File: config.mk
export PLATFORM = sky130hd
export DESIGN_NAME = pe_acc_drain
export DESIGN_NICKNAME = d
export VERILOG_FILES = /design/src/rtl/pe_acc_drain.sv
export SDC_FILE = /design/constraint.sdc
export NUM_CORES = 1
export LEC_CHECK = 0
export CAP_MARGIN = 20
export CORE_ASPECT_RATIO = 0.8
export CORE_UTILIZATION = 44
export DETAILED_ROUTE_END_ITERATION = 10
export GPL_ROUTABILITY_DRIVEN = 0
export MAX_ROUTING_LAYER = met4
export SYNTH_ARGS = -nofsm -noshare
export SYNTH_HDL_FRONTEND = slang
export SYNTH_SLANG_ARGS = --single-unit
File: constraint.sdc
create_clock -name clk -period 14.4 [get_ports clk]
set_input_delay 4.32 -clock clk [delete_from_list [all_inputs] [get_ports clk]]
set_output_delay 4.32 -clock clk [all_outputs]
set_load 0.02 [all_outputs]
File: src/rtl/pe_acc_drain.sv
// pe_acc_drain: accumulation sequencer and output drain below one PE column.
// Runs one reduction for each accepted start:
//   CLEAR  - one cycle with clr_o high.
//   ACCUM  - k_len cycles with en_o high.
//   CAPTURE- samples ofm_sum, requantizes it, and pushes the result into the FIFO.
// Requantization is a round-half-up arithmetic right shift followed by
// saturation to QWIDTH signed bits.
// Ports:
//   clk, rst            clock; synchronous active-high reset
//   start, k_len, shamt run request plus its parameters (latched in IDLE)
//   ofm_sum             column sum from the bottom PE
//   clr_o, en_o         accumulator controls driven to the column
//   busy, done          FSM not idle; pulse on each result push
//   out_data/valid/ready result stream (head of the FIFO)
module pe_acc_drain #(
  parameter int OWIDTH = 24,
  parameter int QWIDTH = 8,
  parameter int DEPTH  = 4
) (
  input  logic                     clk,
  input  logic                     rst,
  input  logic                     start,
  input  logic [15:0]              k_len,
  input  logic [4:0]               shamt,
  input  logic signed [OWIDTH-1:0] ofm_sum,
  output logic                     clr_o,
  output logic                     en_o,
  output logic                     busy,
  output logic                     done,
  output logic signed [QWIDTH-1:0] out_data,
  output logic                     out_valid,
  input  logic                     out_ready
);
  localparam int AW = $clog2(DEPTH);

  typedef enum logic [1:0] {IDLE, CLEAR, ACCUM, CAPTURE} state_e;

  state_e            state_q, state_d;
  logic [15:0]       k_q, k_d, cnt_q, cnt_d;
  logic [4:0]        shamt_q, shamt_d;
  logic [QWIDTH-1:0] mem_q [DEPTH];
  logic [QWIDTH-1:0] mem_d [DEPTH];
  logic [AW-1:0]     wr_q, wr_d, rd_q, rd_d;
  logic [AW:0]       fill_q, fill_d;

  logic push, pop, full;
  logic signed [OWIDTH:0] ext, rnd, rsum, rsh;
  logic [OWIDTH-QWIDTH+1:0] hi;
  logic [QWIDTH-1:0] qval;

  // The rounding add uses one extra bit of width, so it cannot overflow.
  always_comb begin
    ext  = {ofm_sum[OWIDTH-1], ofm_sum};
    rnd  = (shamt_q == 5'd0) ? '0 : ((OWIDTH+1)'(1) << (shamt_q - 5'd1));
    rsum = ext + rnd;
    rsh  = rsum >>> shamt_q;
    // The value fits in QWIDTH bits when every bit from QWIDTH-1 upward
    // is a copy of the sign bit.
    hi   = rsh[OWIDTH:QWIDTH-1];
    if ((&hi) || !(|hi)) qval = rsh[QWIDTH-1:0];
    else if (rsh[OWIDTH]) qval = {1'b1, {(QWIDTH-1){1'b0}}};
    else                  qval = {1'b0, {(QWIDTH-1){1'b1}}};
  end

  assign out_valid = (fill_q != '0);
  assign out_data  = $signed(mem_q[rd_q]);
  assign full      = (fill_q == (AW+1)'(DEPTH));
  assign pop       = out_valid && out_ready;
  // When the FIFO is full, a pop in the same cycle frees the slot that this push uses.
  assign push      = (state_q == CAPTURE) && (!full || pop);

  assign busy  = (state_q != IDLE);
  assign clr_o = (state_q == CLEAR);
  assign en_o  = (state_q == ACCUM);
  assign done  = push;

  always_comb begin
    state_d = state_q;
    k_d     = k_q;
    shamt_d = shamt_q;
    cnt_d   = cnt_q;
    unique case (state_q)
      IDLE: if (start) begin
        k_d     = k_len;
        shamt_d = shamt;
        state_d = CLEAR;
      end
      CLEAR: begin
        cnt_d = k_q;
        // With k_len = 0 the capture sees the freshly cleared value (zero).
        state_d = (k_q == 16'd0) ? CAPTURE : ACCUM;
      end
      ACCUM: begin
        cnt_d = cnt_q - 16'd1;
        if (cnt_q == 16'd1) state_d = CAPTURE;
      end
      CAPTURE: if (push) state_d = IDLE;
      default: state_d = IDLE;
    endcase
  end

  always_comb begin
    mem_d  = mem_q;
    wr_d   = wr_q;
    rd_d   = rd_q;
    fill_d = fill_q;
    if (push) begin
      mem_d[wr_q] = qval;
      wr_d        = wr_q + AW'(1);
    end
    if (pop) rd_d = rd_q + AW'(1);
    unique case ({push, pop})
      2'b10:   fill_d = fill_q + (AW+1)'(1);
      2'b01:   fill_d = fill_q - (AW+1)'(1);
      default: fill_d = fill_q;
    endcase
  end

  always_ff @(posedge clk) begin
    if (rst) begin
      state_q <= IDLE;
      k_q     <= '0;
      shamt_q <= '0;
      cnt_q   <= '0;
      wr_q    <= '0;
      rd_q    <= '0;
      fill_q  <= '0;
      for (int i = 0; i < DEPTH; i++) mem_q[i] <= '0;
    end else begin
      state_q <= state_d;
      k_q     <= k_d;
      shamt_q <= shamt_d;
      cnt_q   <= cnt_d;
      wr_q    <= wr_d;
      rd_q    <= rd_d;
      fill_q  <= fill_d;
      mem_q   <= mem_d;
    end
  end
endmodule

==> run_results.csv, run 1 <==
group,metric,value,unit
sta,relSlewSlack,24.7,%
floorplan,num_rows,42,
sta,timing.final.crit_share,71.3,%
logic_synthesis,syn-instance-count,1031,
route,vias,8493,
worst_setup_path,crit_fanout,16,
layout,multiInputGateArea,0.00581,mm^2
pwr,ir_drop,0.0000744,V
logic_synthesis,synth.net_count,1118,
layout,n_antenna_cell,0,
floorplan,fp.dieH,121,um
sta,tns,0,ps
worst_setup_path,startpoint_type,"primary input",
pwr,p_leak,3.15,nW
floorplan,coreArea,0.0169,mm^2
layout,drive_gt1_share,7.41,%
route,drcViolationCount,0,
worst_setup_path,crit_arrival,5950,ps
route,wirelength,26000,um
logic_synthesis,synthDistinctLibCells,94,
global_routing,grt-ovfl-total,0,
min_path,min_to,"k_q[1]",
worst_setup_path,setup.worst_path.start,"out_ready",
logic_synthesis,yosysWarningCount,0,
sta,slew_viol_final,0,
logic_synthesis,avgSynthCellArea,7.50,um^2
cts,cts.sink_count,78,
logic_synthesis,ys_top_cells_by_area,"dfxtp_1 20%, nand2_1 6.5%, a21oi_1 6.0%",
logic_synthesis,synth_enable_flop_cells,0,
floorplan,die_w,150,um
route,viasPerCell,6.67,
worst_setup_path,path_class,"primary input to primary output",
layout,final_cells,1273,
logic_synthesis,synthesis.area,0.00773,mm^2
sta,worst_pin_slew,1120,ps
cts,ctsHoldBuffers,0,
global_routing,grt_usage,30.0,%
logic_synthesis,synthFlopType,"dfxtp_1",
logic_synthesis,synth_top_area_share,20.2,%
sta,setup_viol_count_final,0,
floorplan,io_pins,62,
logic_synthesis,yosysTopAreaCell,"dfxtp_1",
global_routing,antenna_found_initial,0,
global_routing,grt_max_degree,56,
floorplan,start_util,45.8,%
route,drtIter0Drc,1148,
route,ant_nets,0,
sta,hold_viol_final,0,
worst_setup_path,reg2reg_slack,7850,ps
layout,area_growth,12.7,%
cts,clkTransAtPathRegs,60,ps
global_routing,grt_pass1_wl,41100,um
job,cap_violations,0,
cts,cts_tree,"yes",
floorplan,die_area,0.0181,mm^2
cts,post_cts_resized,0,
cts,root_buffer,"clkbuf_16",
route,wl_met2,9900,um
run_status,status,"completed",
place,hpwl,19800,um
logic_synthesis,synthMostInstantiatedCell,"nand2_1",
worst_setup_path,worstReg2RegStart,"shamt_q[1]",
cts,cts_made_buffers,9,
route,wl_met1,12500,um
logic_synthesis,ys_seq_area_share,20.2,%
route,wl_met3,3380,um
min_path,hold_start,"k_q[1]",
logic_synthesis,async_flop_share,0,%
place,dp_cells,1257,
sta,rsz0062_at_grt,"no",
cts,clkLatencyLatePin,340,ps
worst_setup_path,crit_required,10080,ps
global_routing,grt_pass1_vias,7384,
place,place.port_buffers,61,
route,routedWlPerCell,20.4,um
layout,seqCellArea,0.00156,mm^2
sta,hold_slack,466,ps
sta,fin_crit,10270,ps
route,firstDrtPassIters,6,
worst_setup_path,timing.rr.end,"mem_q[20]",
pwr,power.density,131,mW/mm^2
cts,h-tree-depth,3,
min_path,min-delay-path-class,"register to register",
worst_setup_path,endpoint_kind,"primary output",
layout,fin_nets,1135,
logic_synthesis,synth_common_cells,"133 x nand2_1, 96 x nor2_1, 92 x a21oi_1",
route,dr.max_layer_used,"met4",
min_path,whs_path_depth,2,
sta,fin_skew,6.30,ps
worst_setup_path,reg2regPathDepth,17,
cts,clock_path_buffers,2,
layout,n_fill_cell,1699,
logic_synthesis,ys_seq_elements,78,
sta,fmax,0.0973,GHz
cts,cts_setup_buffers,0,
-- per-layer routing --
| layer | track usage, % | vias to the layer above |
|---|---|---|
| met1 | 45.3 | 3972 |
| met5 | - | - |
| met3 | 10.9 | 24 |
| met2 | 38.0 | 473 |
| li1 | - | 4024 |
| met4 | 3.41 | 0 |
-- kinds of logic (layout without fill, tap and decap cells) --
family,after synthesis,after routing,synth area share (%)
AO/OA/AOI/OAI,364,364,35.0
XOR/XNOR,17,17,1.93
adder cells (fa/ha/maj),38,38,6.35
buffers and inverters,90,112,4.63
flip-flops,78,78,20.2
multiplexers,25,25,4.89
AND/OR/NAND/NOR,419,419,27.0
-- flip-flops by register name, indices dropped and copies added, names as in the netlist --
signal	flops
fill_q	3
shamt_q	5
rd_q	2
cnt_q	16
k_q	16
state_q	2
wr_q	2
mem_q	32
-- where the power goes --
group	leakage [nW]	switching (mW)	total [mW]	internal, mW
combinational	2.39	0.415	0.645	0.231
sequential	0.634	0.0307	0.278	0.247
clock	0.129	0.0958	0.214	0.118
total	3.15	0.541	1.14	0.596
-- metrics by stage --
stage	util (%)	total power, mW	area, um^2	worst slack, ps
2_1_floorplan	-	0.736	7730	4960
3_3_place_gp	49.9	0.907	8420	4200
3_5_place_dp	49.9	0.906	8420	4110
4_1_cts	51.6	1.12	8710	4110
5_1_grt	51.6	1.22	8710	4030
6_report	51.6	1.14	8710	4130
-- final cells by class --
type / instances / area share (%)
clock inverters: 7 / 0.661
clock buffers: 9 / 2.59
well taps: 220 / 3.16
inverters: 24 / 1.03
multi-input cells: 863 / 66.7
repair buffers: 72 / 7.90
flip-flops and latches: 78 / 17.9
-- cells in the final DEF, fill, tap and decap left out, drive strengths merged, types with 7 or more instances in the layout --
cell type,count
a211oi,27
a21o,11
a21oi,98
a221o,30
a22oi,13
a311oi,7
and2,11
and3,9
buf,12
clkbuf,9
clkdlybuf4s50,60
dfxtp,78
ha,36
inv,23
mux2i,13
mux4,10
nand2,135
nand3,31
nand4,18
nor2,97
nor3,52
nor4,24
o211ai,14
o21a,7
o21ai,54
o221ai,7
o22ai,9
o31a,7
o31ai,10
or3,8
xnor2,8
xor2,9
-- worst max path at each step --
stage | end | depth (start not counted) | slack [ps]
6_report | done | 5 | 4130
5_1_grt | done | 5 | 4030
4_1_cts | done | 5 | 4110
3_5_place_dp | done | 5 | 4110
3_3_place_gp | done | 5 | 4200
2_1_floorplan | done | 4 | 4960
-- critical path, stage by stage --
cell and delay, ps:
clkdlybuf4s50_1 410, nor4b_1 370, nor2b_1 100, buf_4 210, clkdlybuf4s50_1 540
(Power assumes the default switching activity.)
==> inputs of run 2 (changes only) <==
==> constraint.sdc (replaced) <==
create_clock -name clk -period 10 [get_ports clk]
set_input_delay 3 -clock clk [delete_from_list [all_inputs] [get_ports clk]]
set_output_delay 3 -clock clk [all_outputs]
set_load 0.02 [all_outputs]
==> run 2 against run 1 <==
Compared with the run above: wire length about the same; non-clock buffer count decreased by 2; worst hold slack about the same; clock skew increased by 1.5 ps; combinational power increased by 45%; final cell count decreased by 0.16%; register-to-register slack got worse by 4400 ps; critical endpoint unchanged; die area unchanged; largest power group unchanged.
==> run_results.csv, run 2 (synthesis results as in run 1) <==
group,metric,value,unit
place,hpwl,19800,um
worst_setup_path,reg2regPathDepth,17,
worst_setup_path,crit_path_cell_trace,"clkdlybuf4s50_1 > nor4b_1 > nor2b_1 > buf_4 > clkdlybuf4s50_1",
pwr,power.density,193,mW/mm^2
worst_setup_path,startpoint_type,"primary input",
global_routing,grt_usage,29.8,%
cts,clkLatencyLatePin,340,ps
sta,hold_viol_final,0,
floorplan,io_pins,62,
floorplan,start_util,45.8,%
run_status,status,"completed",
route,drtIter0Drc,1091,
pwr,clock_power_share,21.1,%
pwr,switching_power,0.776,mW
cts,cts_setup_buffers,0,
layout,layout_commonest_cell,"nand2_1",
pwr,p_int,0.913,mW
cts,cts_tree,"yes",
sta,tns,0,ps
cts,cts_made_buffers,9,
layout,n_antenna_cell,0,
sta,fin_crit,7800,ps
global_routing,grt_pass1_wl,40900,um
global_routing,grt_pass1_vias,7443,
min_path,hold_start,"k_q[1]",
pwr,switching_share,45.9,%
floorplan,coreArea,0.0169,mm^2
place,place.port_buffers,61,
worst_setup_path,crit_arrival,4800,ps
worst_setup_path,critPathMaxStageDelay,620,ps
route,firstDrtPassIters,6,
worst_setup_path,critPathMostFrequentCell,"clkdlybuf4s50_1",
cts,root_buffer,"clkbuf_16",
pwr,p_total,1.69,mW
worst_setup_path,critical_path.slowest_cell,"clkdlybuf4s50_1",
cts,ctsHoldBuffers,0,
floorplan,die_w,150,um
cts,clock_path_buffers,2,
worst_setup_path,worstReg2RegStart,"shamt_q[1]",
route,drcViolationCount,0,
pwr,p_leak,3.17,nW
layout,fin_nets,1133,
place,pre_cts_slack,1840,ps
min_path,min_to,"k_q[1]",
sta,worst_pin_slew,1190,ps
sta,slew_viol_final,0,
layout,area_growth,13.0,%
worst_setup_path,crit_required,7000,ps
layout,largest-register,"mem_q",
sta,layout_setup_ws,2200,ps
floorplan,die_area,0.0181,mm^2
floorplan,num_rows,42,
global_routing,grt_max_degree,56,
pwr,ir_drop,0.000103,V
global_routing,grt-ovfl-total,0,
layout,n_fill_cell,1688,
sta,setup_viol_count_final,0,
sta,fmax,0.128,GHz
route,ant_nets,0,
min_path,whs_path_depth,2,
pwr,power_frac_seq,23.7,%
worst_setup_path,path_class,"primary input to primary output",
layout,drive_gt1_share,7.14,%
sta,hold_slack,466,ps
worst_setup_path,timing.rr.end,"mem_q[30]",
cts,post_cts_resized,0,
sta,fin_skew,7.84,ps
cts,cts.sink_count,78,
layout,largest_register_ffs,32,
cts,h-tree-depth,3,
route,routedWlPerCell,20.4,um
sta,relSlewSlack,19.7,%
route,viasPerCell,6.70,
floorplan,fp.dieH,121,um
worst_setup_path,crit_fanout,12,
route,wirelength,26000,um
pwr,pwr-share-comb,55.2,%
layout,largestRegisters,"mem_q: 32 flops, cnt_q: 16 flops, k_q: 16 flops",
cts,clkTransAtPathRegs,60,ps
job,cap_violations,0,
route,vias,8513,
global_routing,antenna_found_initial,0,
layout,mostFrequentLayoutCells,"133 x nand2_1, 96 x nor2_1, 92 x a21oi_1, 78 x dfxtp_1, 60 x clkdlybuf4s50_1",
sta,rsz0062_at_grt,"no",
sta,timing.final.crit_share,78.0,%
worst_setup_path,reg2reg_slack,3480,ps
worst_setup_path,endpoint_kind,"primary output",
min_path,min-delay-path-class,"register to register",
[run 2: cell count changes in the layout (fill, tap and decap cells not counted)]
cell,change
bufinv_16,+2
inv_6,-2
clkbuf_1,+1
buf_4,-2
clkbuf_8,+1
clkinv_2,+1
clkinvlp_4,-3
[run 2: layer usage]
layer	up-vias	GRT usage, %	share of wire (%)
li1	4011	-	-
met1	3968	44.9	48
met2	500	37.2	38
met3	34	10.4	13
met4	0	5.30	1.3
met5	-	-	0
[run 2: critical path: cells and delay by family]
| kind | cells | cell delay (ps) |
|---|---|---|
| buffers and inverters | 3 | 1360 |
| and+or+nand+nor | 2 | 450 |
[run 2: stage by stage]
stage               utilization (%)  cell area [um^2]  instances
finish                         51.8              8730       1271
CTS                            51.7              8730       1270
detailed placement             49.8              8400       1254
global placement               49.8              8400       1254
global route                   51.8              8730       1271
floorplan                         -              7730       1031
[run 2: area by class of cell]
type / count / area [um^2] / share of cell area, %
clock buffer: 11 / 243 / 2.78
clock inverter: 5 / 82.6 / 0.945
tap: 220 / 275 / 3.15
sequential: 78 / 1560 / 17.9
timing repair buffer: 70 / 673 / 7.71
inverter: 24 / 90.1 / 1.03
multi-input combinational: 863 / 5810 / 66.5
[run 2: power by group through the flow]
stage / registers (mW) / clock network (mW) / logic, mW
after global routing: 0.408 / 0.376 / 1.01
after global placement: 0.406 / 0 / 0.905
after detailed placement: 0.407 / 0 / 0.899
final: 0.400 / 0.356 / 0.933
after CTS: 0.400 / 0.362 / 0.903
after floorplan: 0.389 / 0 / 0.670
[run 2: how the worst max path moves through the flow]
stage / start / to / slack (ps)
after floorplan: ofm_sum[0] / mem_q[30] / 3170
after global placement: out_ready / done / 1910
after detailed placement: out_ready / done / 1840
after CTS: out_ready / done / 1840
after global routing: out_ready / done / 2080
final: out_ready / done / 2200
==> inputs of run 3 (changes only) <==
--- a/config.mk
+++ b/config.mk
@@ -11,6 +11,7 @@
 export DETAILED_ROUTE_END_ITERATION = 10
 export GPL_ROUTABILITY_DRIVEN = 0
 export MAX_ROUTING_LAYER = met4
+export PLACE_DENSITY = 0.66
 export SYNTH_ARGS = -nofsm -noshare
 export SYNTH_HDL_FRONTEND = slang
 export SYNTH_SLANG_ARGS = --single-unit
==> constraint.sdc (replaced) <==
create_clock -name clk -period 6.5 [get_ports clk]
set_input_delay 1.95 -clock clk [delete_from_list [all_inputs] [get_ports clk]]
set_output_delay 1.95 -clock clk [all_outputs]
set_load 0.02 [all_outputs]
==> run 3 against run 2 <==
Compared with the run above: first-iteration DRC count rose by 14%; non-clock buffer count grew 50; die area stayed put; combinational power is 63% higher; sequential share of layout area is 0.75 points lower; core utilization grew 2.3 points; worst setup slack got worse by 2000 ps; critical path type is now primary input to register; critical endpoint is now mem_q[14].
==> run_results.csv, run 3 (synthesis results as in run 1) <==
group,metric,value,unit
run_status,status,"completed",
layout,seqCellArea,0.00156,mm^2
worst_setup_path,crit_path_cell_trace,"clkdlybuf4s50_1 > ha_1 > fa_1 > a211oi_2 > o21ai_1 > a31o_1 > a2111oi_4 > buf_4 > nor3_1 > a21oi_1 > nor2_1 > o41ai_1 > and4bb_1 > or3b_4 > a21oi_4 > a221o_1",
layout,area_growth,17.9,%
sta,worst_pin_slew,1030,ps
worst_setup_path,reg2regPathDepth,18,
sta,relSlewSlack,31.5,%
global_routing,antenna_found_initial,0,
global_routing,grt-ovfl-total,0,
route,vias,8801,
sta,timing.final.crit_share,96.7,%
worst_setup_path,worstReg2RegStart,"shamt_q[3]",
floorplan,num_rows,42,
worst_setup_path,crit_fanout,7,
cts,clock_path_buffers,2,
worst_setup_path,endpoint_kind,"register",
floorplan,fp.dieH,121,um
sta,hold_viol_final,0,
cts,cts_made_buffers,9,
floorplan,die_area,0.0181,mm^2
layout,largestRegisters,"mem_q: 32 flops, cnt_q: 16 flops, k_q: 16 flops",
sta,slew_viol_final,0,
cts,h-tree-depth,3,
cts,clkLatencyLatePin,340,ps
cts,cts_tree,"yes",
layout,multiInputGateArea,0.00584,mm^2
worst_setup_path,crit_required,6780,ps
layout,layout_commonest_cell,"nand2_1",
route,drtIter0Drc,1249,
pwr,ir_drop,0.000189,V
layout,largest_register_ffs,32,
worst_setup_path,startpoint_type,"primary input",
floorplan,start_util,45.8,%
cts,cts.sink_count,78,
job,cap_violations,0,
floorplan,io_pins,62,
worst_setup_path,critPathBufInv,2,
floorplan,coreArea,0.0169,mm^2
worst_setup_path,timing.rr.end,"mem_q[14]",
layout,drive_gt1_share,11.8,%
sta,fin_skew,7.47,ps
global_routing,grt_max_degree,56,
route,firstDrtPassIters,8,
worst_setup_path,crit_path_end,"mem_q[14]",
pwr,p_leak,3.43,nW
global_routing,grt_usage,30.2,%
global_routing,grt_pass1_wl,41700,um
route,ant_nets,0,
cts,clkTransAtPathRegs,60,ps
sta,setup_viol_count_final,0,
min_path,hold_start,"k_q[14]",
layout,largest-register,"mem_q",
layout,fin_nets,1183,
pwr,p_total,2.65,mW
layout,mostFrequentLayoutCells,"133 x nand2_1, 96 x nor2_1, 92 x a21oi_1, 78 x dfxtp_1, 60 x clkdlybuf4s50_1",
sta,fmax,0.159,GHz
global_routing,grt_pass1_vias,7620,
place,hpwl,20700,um
floorplan,die_w,150,um
worst_setup_path,path_class,"primary input to register",
sta,tns,0,ps
cts,root_buffer,"clkbuf_16",
route,viasPerCell,6.66,
worst_setup_path,critPathMaxStageDelay,470,ps
layout,n_fill_cell,1625,
min_path,min-delay-path-class,"register to register",
worst_setup_path,reg2reg_slack,790,ps
route,drcViolationCount,0,
place,place.port_buffers,61,
route,wirelength,26600,um
worst_setup_path,critical_path.slowest_cell,"or3b_4",
worst_setup_path,crit_family,"compound AO/OA/AOI/OAI gates",
layout,n_antenna_cell,0,
worst_setup_path,setup.worst_path.start,"ofm_sum[0]",
pwr,power.density,291,mW/mm^2
worst_setup_path,crit_cells,16,
sta,fin_crit,6290,ps
worst_setup_path,crit_arrival,6560,ps
route,routedWlPerCell,20.2,um
run 3: cell count changes in the layout (fill, tap and decap cells not counted), sizes merged:
cell,change
buf,+50
bufinv,-1
clkbuf,-2
clkinv,-2
clkinvlp,+2
inv,+3
run 3: metal layers:
layer | track usage (%) | up-vias | wire, um
li1 | - | 4118 | -
met5 | - | - | 0
met1 | 45.6 | 4124 | 12700
met2 | 37.3 | 497 | 10200
met3 | 10.8 | 62 | 3370
met4 | 5.81 | 0 | 434
run 3: power breakdown:
part,internal (mW),switching [mW]
clock network,0.302,0.207
registers,0.547,0.0737
logic,0.574,0.949
total,1.42,1.23
run 3: repair_timing:
action                                  in CTS  in global routing
endpoints found under the setup margin       0                 28
gates resized for setup                      0                  5
hold buffers                                 0                  0
setup buffers                                0                  0
run 3: how the worst min path moves through the flow:
stage,endpoint,depth (start not counted)
after CTS,k_q[8],2
after global routing,mem_q[9],1
after floorplan,k_q[3],2
after global placement,k_q[8],2
final,k_q[14],2
after detailed placement,mem_q[6],1
run 3: worst register-to-register path: cells and delay by family (launching register included):
family	cells	cell delay [ps]
compound gates	10	2770
simple gates	5	1770
fa+ha+maj	1	340
buf+inv	2	450
flops	1	330
run 3: cell type report:
type | count | share of cell area [%]
clock buffers | 9 | 2.47
clock inverters | 7 | 0.865
inverters | 24 | 0.988
multi-input cells | 863 | 64.0
flip-flops and latches | 78 | 17.1
well taps | 220 | 3.02
repair buffers | 120 | 11.5
run 3: stage by stage:
step                      hold WS (ps)  instance area (um^2)  util, %  instances  setup slack (ps)
after detailed placement           464                  8780     52.1       1305             -54.4
after floorplan                    441                  7730        -       1031               717
after global placement             459                  8780     52.1       1305              21.6
final                              472                  9110     54.0       1321               215
after CTS                          475                  9090     53.9       1321               303
after global routing               493                  9110     54.0       1321             -3.71
==> RTL edit 1 (flow settings as in run 2) <==
Re-encode `state_e` (4 states) as Gray code, 2 bits wide.
--- a/src/rtl/pe_acc_drain.sv
+++ b/src/rtl/pe_acc_drain.sv
@@ -35,3 +35,3 @@
 
-  typedef enum logic [1:0] {IDLE, CLEAR, ACCUM, CAPTURE} state_e;
+  typedef enum logic [1:0] {IDLE = 2'b00, CLEAR = 2'b01, ACCUM = 2'b11, CAPTURE = 2'b10} state_e;
 
Check against the original RTL: no difference found for any inputs over 10 cycles, from zero or initial values and one cycle with rst high; not proved beyond that.
==> RTL edit 1 against run 2 <==
- sequential cell count stayed put
- sequential share of layout area is 1.4 points higher
- design area is 7.3% lower
- worst setup slack better by 0.097 ns
- largest cell class unchanged
- synthesized area is 8.4% lower
- register-to-register slack better by 0.02 ns
- highest routed layer unchanged
- critical endpoint is now mem_q[19]
- wire length is 16% lower
Power is not compared: it rests on default switching activity, and its combinational part moved more than twofold at a synthesized area within 25%.
==> RTL edit 1: results (changes against run 2) <==
run_status:
  status: "completed"
cells_and_area:
  fin_nets: 1062  # -6.3%
  final_layout_size_suffix_gt1_share_pct: 7.911  # +0.77 points
  nFillCells: 1569  # -7.0%
  fin_cells: 1201  # -5.5%
route:
  wl_per_cell_um: 18.09  # -12%
  drtPass1Iterations: 8  # +2
  vias: 7520  # -12%
  drt_iter0_markers: 821  # -25%
global_routing:
  grt_max_degree: 56  # unchanged
  grt_pass1_wl_mm: 35.54  # -13%
  first_global_vias: 6725  # -9.6%
  grt_util_all_layers_pct: 28.13  # -1.7 points
logic_synthesis:
  synth_nets: 1040  # -7.0%
  yosys-top-cells-area: "dfxtp_1 22%, nand2_1 7.0%, a21oi_1 6.8%, ha_1 5.3%, nor2_1 5.3%"
  synthAdderAreaFrac_pct: 5.866  # -0.48 points
  synth_xor_area_share_pct: 2.968  # +1.0 points
  synth_cells: 959  # -7.0%
  synthArstFlopShare_pct: 0  # unchanged
  synth_mux_area_share_pct: 8.887  # +4.0 points
  synth_seq_area_share_pct: 22.05  # +1.8 points
  yosys.cell_types.count: 91  # -3.2%
  synth_compound_area_share_pct: 30.34  # -4.7 points
  synth_common_cells: "132 x nand2_1, 100 x nor2_1, 96 x a21oi_1, 78 x dfxtp_1, 70 x o21ai_0"
min_path:
  min_from: "mem_q[7]"
place:
  place_worst_setup_slack_ns: 2.072  # +0.2271 ns
  hpwl_mm: 16.24  # -18%
  placed_area_mm2: 0.007792  # -7.3%
timing:
  fin_worst_skew_ns: 0.007600  # -0.0002390 ns
  slew_headroom_pct: 32.94  # +13 points
pwr:
  power.leakage_nw: 2.866
setup_path:
  crit_arrival_ns: 7.99  # +3.19 ns
  crit_start: "ofm_sum[0]"
  slowest_stage: "nor3_4"
  rr_startpoint: "shamt_q[3]"
  crit_family: "compound AO/OA/AOI/OAI gates"
  cp_slowest_stage_delay_ns: 0.64  # +0.02 ns
  cp_max_fo: 17  # +5
cts:
  ctsResizeCount: 0  # unchanged
  path_clk_slew_ns: 0.06  # about the same
  clock_latency_ns: 0.35
  cts_buffers: 9  # unchanged
RTL edit 1: kinds of logic after synthesis:
kind of cell               Yosys count
AOI/OAI and AO/OA                  324
xor gates and xnor gates            24
adders and majority gates           32
buffers and inverters               81
DFF                                 78
muxes                               43
and+or+nand+nor                    377
RTL edit 1: area by class of cell:
cell class / instances / area share, %
sequential: 78 / 19.28
clock inverter: 6 / 0.8496
timing repair buffer: 70 / 8.310
clock buffer: 10 / 2.950
tap: 215 / 3.321
multi-input combinational: 800 / 64.27
inverter: 22 / 1.019
RTL edit 1: power groups by stage:
| stage | logic (mW) | clock network, mW | registers, mW |
|---|---|---|---|
| floorplan | 0.265 | 0 | 0.349 |
| global placement | 0.360 | 0 | 0.361 |
| detailed placement | 0.359 | 0 | 0.361 |
| CTS | 0.361 | 0.342 | 0.355 |
| global route | 0.403 | 0.357 | 0.358 |
| finish | 0.369 | 0.337 | 0.354 |
RTL edit 1: per-stage QoR:
stage	hold WS (ns)	utilization (%)
global placement	0.4462	49.48
global route	0.4921	51.43
detailed placement	0.4474	49.48
finish	0.4520	51.43
floorplan	0.4331	-
CTS	0.4560	51.43
RTL edit 1: path summary, 6_finish.rpt:
| check | endpoint | cells after the start | slack (ns) |
|---|---|---|---|
| worst min register to register | mem_q[7] | 2 | 0.45 |
| worst max-delay path | mem_q[19] | 16 | 2.29 |
| worst min-delay path | mem_q[7] | 2 | 0.45 |
| worst max register to register | mem_q[19] | 18 | 3.50 |
RTL edit 1: layer usage:
layer	wire length, µm	up-vias	track usage, %
li1	-	3646	-
met2	8608	375	36.94
met5	0	-	-
met4	210	0	5.957
met3	2142	28	6.653
met1	10760	3471	42.40
==> RTL edit 2 (config.mk and constraints of run 2) <==
Without the edit above. Change the parameter `QWIDTH` from 8 to 6.
--- a/src/rtl/pe_acc_drain.sv
+++ b/src/rtl/pe_acc_drain.sv
@@ -16,3 +16,3 @@
   parameter int OWIDTH = 24,
-  parameter int QWIDTH = 8,
+  parameter int QWIDTH = 6,
   parameter int DEPTH  = 4
Interface: changed (resized out_data); port bits go from 62 to 60. No check against the original RTL was run, so the function may have changed too.
==> RTL edit 2 against run 2 <==
- register-to-register slack worse by 0.29 ns
- power fell by 8.7%
- sequential share of layout area fell by 0.64 points
- clock power shrank 11%
- count of clock-buffer cells in the layout did not move
- worst setup slack got worse by 0.31 ns
- synthesized area is 6.7% lower
- sequential cell count decreased by 8
- design area decreased by 6.9%
- core utilization fell by 0.67 points
- clock skew down 0.0019 ns
- wire length shrank 12%
- synthesized cell count shrank 1.3%
- largest cell class unchanged
==> RTL edit 2: results (changes against run 2) <==
global_routing:
  grt_util_all_layers_pct: 28.30  # -1.5 points
  first_global_vias: 6763  # -9.1%
  grt_pass1_wl_mm: 37.18  # -9.1%
  grt_max_degree: 83  # +48%
timing:
  fin_worst_skew_ns: 0.005932  # -0.001907 ns
  slew_headroom_pct: 32.45  # +13 points
cells_and_area:
  final_layout_size_suffix_gt1_share_pct: 5.739  # -1.4 points
  nFillCells: 1637  # -3.0%
  fin_nets: 1110  # -2.0%
  reg_top3: "mem_q: 24 flops, cnt_q: 16 flops, k_q: 16 flops"
pwr:
  power.leakage_nw: 2.940  # -7.4%
  ir_drop_uv: 114.9  # +12%
  swShare_pct: 45.71  # -0.21 points
route:
  drt_iter0_markers: 939  # -14%
  drt-total-wl_mm: 22.97  # -12%
  via_per_inst: 6.278  # -6.3%
run_status:
  status: "completed"
min_path:
  min_from: "k_q[13]"
cts:
  cts_buffers: 9  # unchanged
logic_synthesis:
  yosys_warnings: 0  # unchanged
  yosys-top-cells-area: "dfxtp_1 19%, nand2_1 7.8%, ha_1 6.2%, a21oi_1 6.0%, nor2_1 5.7%"
  synth_seq_area_share_pct: 19.43  # -0.78 points
  synth_common_cells: "149 x nand2_1, 110 x nor2_1, 87 x a21oi_1, 70 x dfxtp_1, 48 x clkbuf_1"
  yosys.cell_types.count: 79  # -16%
place:
  portBuffers: 59  # -3.3%
  place_worst_setup_slack_ns: 1.645  # -0.2002 ns
  hpwl_mm: 17.12  # -14%
setup_path:
  crit_start: "ofm_sum[15]"
  cp_max_fo: 20  # +8
  rr_startpoint: "shamt_q[0]"
  crit_arrival_ns: 8.36  # +3.56 ns
-- RTL edit 2: changes by cell type after synthesis, sizes merged, moves of 10 or more --
cell	change
a211oi	+20
a21oi	-10
a221o	-28
nand2	+14
nor2	+13
nor3	-26
-- RTL edit 2: cell type report --
cell class / count / area share (%)
clock buffers: 11 / 2.986
flip-flops and latches: 70 / 17.24
clock inverters: 5 / 0.7081
inverters: 24 / 1.108
repair buffers: 69 / 8.128
well taps: 215 / 3.310
multi-input cells: 849 / 66.52
-- RTL edit 2: layer usage --
layer | part of all wire [%] | GRT usage, % | wire length (µm) | up-vias
met5 | 0 | - | 0 | -
met4 | 1.1 | 4.702 | 252 | 0
met3 | 11 | 6.719 | 2508 | 31
met2 | 39 | 38.01 | 8928 | 386
met1 | 49 | 42.16 | 11280 | 3549
li1 | - | - | - | 3838
-- RTL edit 2: worst max-delay path, stage by stage --
cell             delay (ns)
clkdlybuf4s50_1        0.40
ha_1                   0.64
nand2_1                0.22
o21a_1                 0.27
a2111oi_0              0.80
nand2_1                0.23
a21o_1                 0.23
nand2_1                0.38
a21oi_1                0.13
nor4_1                 0.37
nand2_1                0.10
or4_1                  0.47
o32a_1                 0.44
mux2_4                 0.44
a211oi_2               0.22
-- RTL edit 2: cells by family after synthesis --
group	synth area share, %
adder cells (fa/ha/maj)	6.800
buffers and inverters	5.620
XOR/XNOR	2.428
AND/OR/NAND/NOR	28.64
flip-flops	19.43
AO/OA/AOI/OAI	31.80
multiplexers	5.290
-- RTL edit 2: power groups by stage --
| stage | logic (mW) | clock network, mW | registers, mW |
|---|---|---|---|
| after global placement | 0.831 | 0 | 0.377 |
| after CTS | 0.832 | 0.328 | 0.371 |
| after detailed placement | 0.829 | 0 | 0.377 |
| final | 0.852 | 0.317 | 0.372 |
| after global routing | 0.944 | 0.339 | 0.379 |
| after floorplan | 0.625 | 0 | 0.355 |
-- RTL edit 2: final timing paths --
path / to / slack [ns] / cells past startpoint
worst min register to register: k_q[13] / 0.48 / 2
worst min-delay path: k_q[13] / 0.48 / 2
worst max register to register: mem_q[15] / 3.19 / 18
worst max-delay path: mem_q[15] / 1.89 / 15
-- RTL edit 2: metrics by stage --
step / cells / power, mW / utilization [%] / hold slack (ns) / instance area (µm²)
finish: 1243 / 1.541 / 51.11 / 0.4792 / 8128
global route: 1243 / 1.663 / 51.11 / 0.4962 / 8128
CTS: 1243 / 1.531 / 51.11 / 0.4813 / 8128
detailed placement: 1227 / 1.206 / 49.22 / 0.4717 / 7828
global placement: 1227 / 1.208 / 49.22 / 0.4667 / 7828
floorplan: 1018 / 0.9804 / - / 0.4440 / 7213
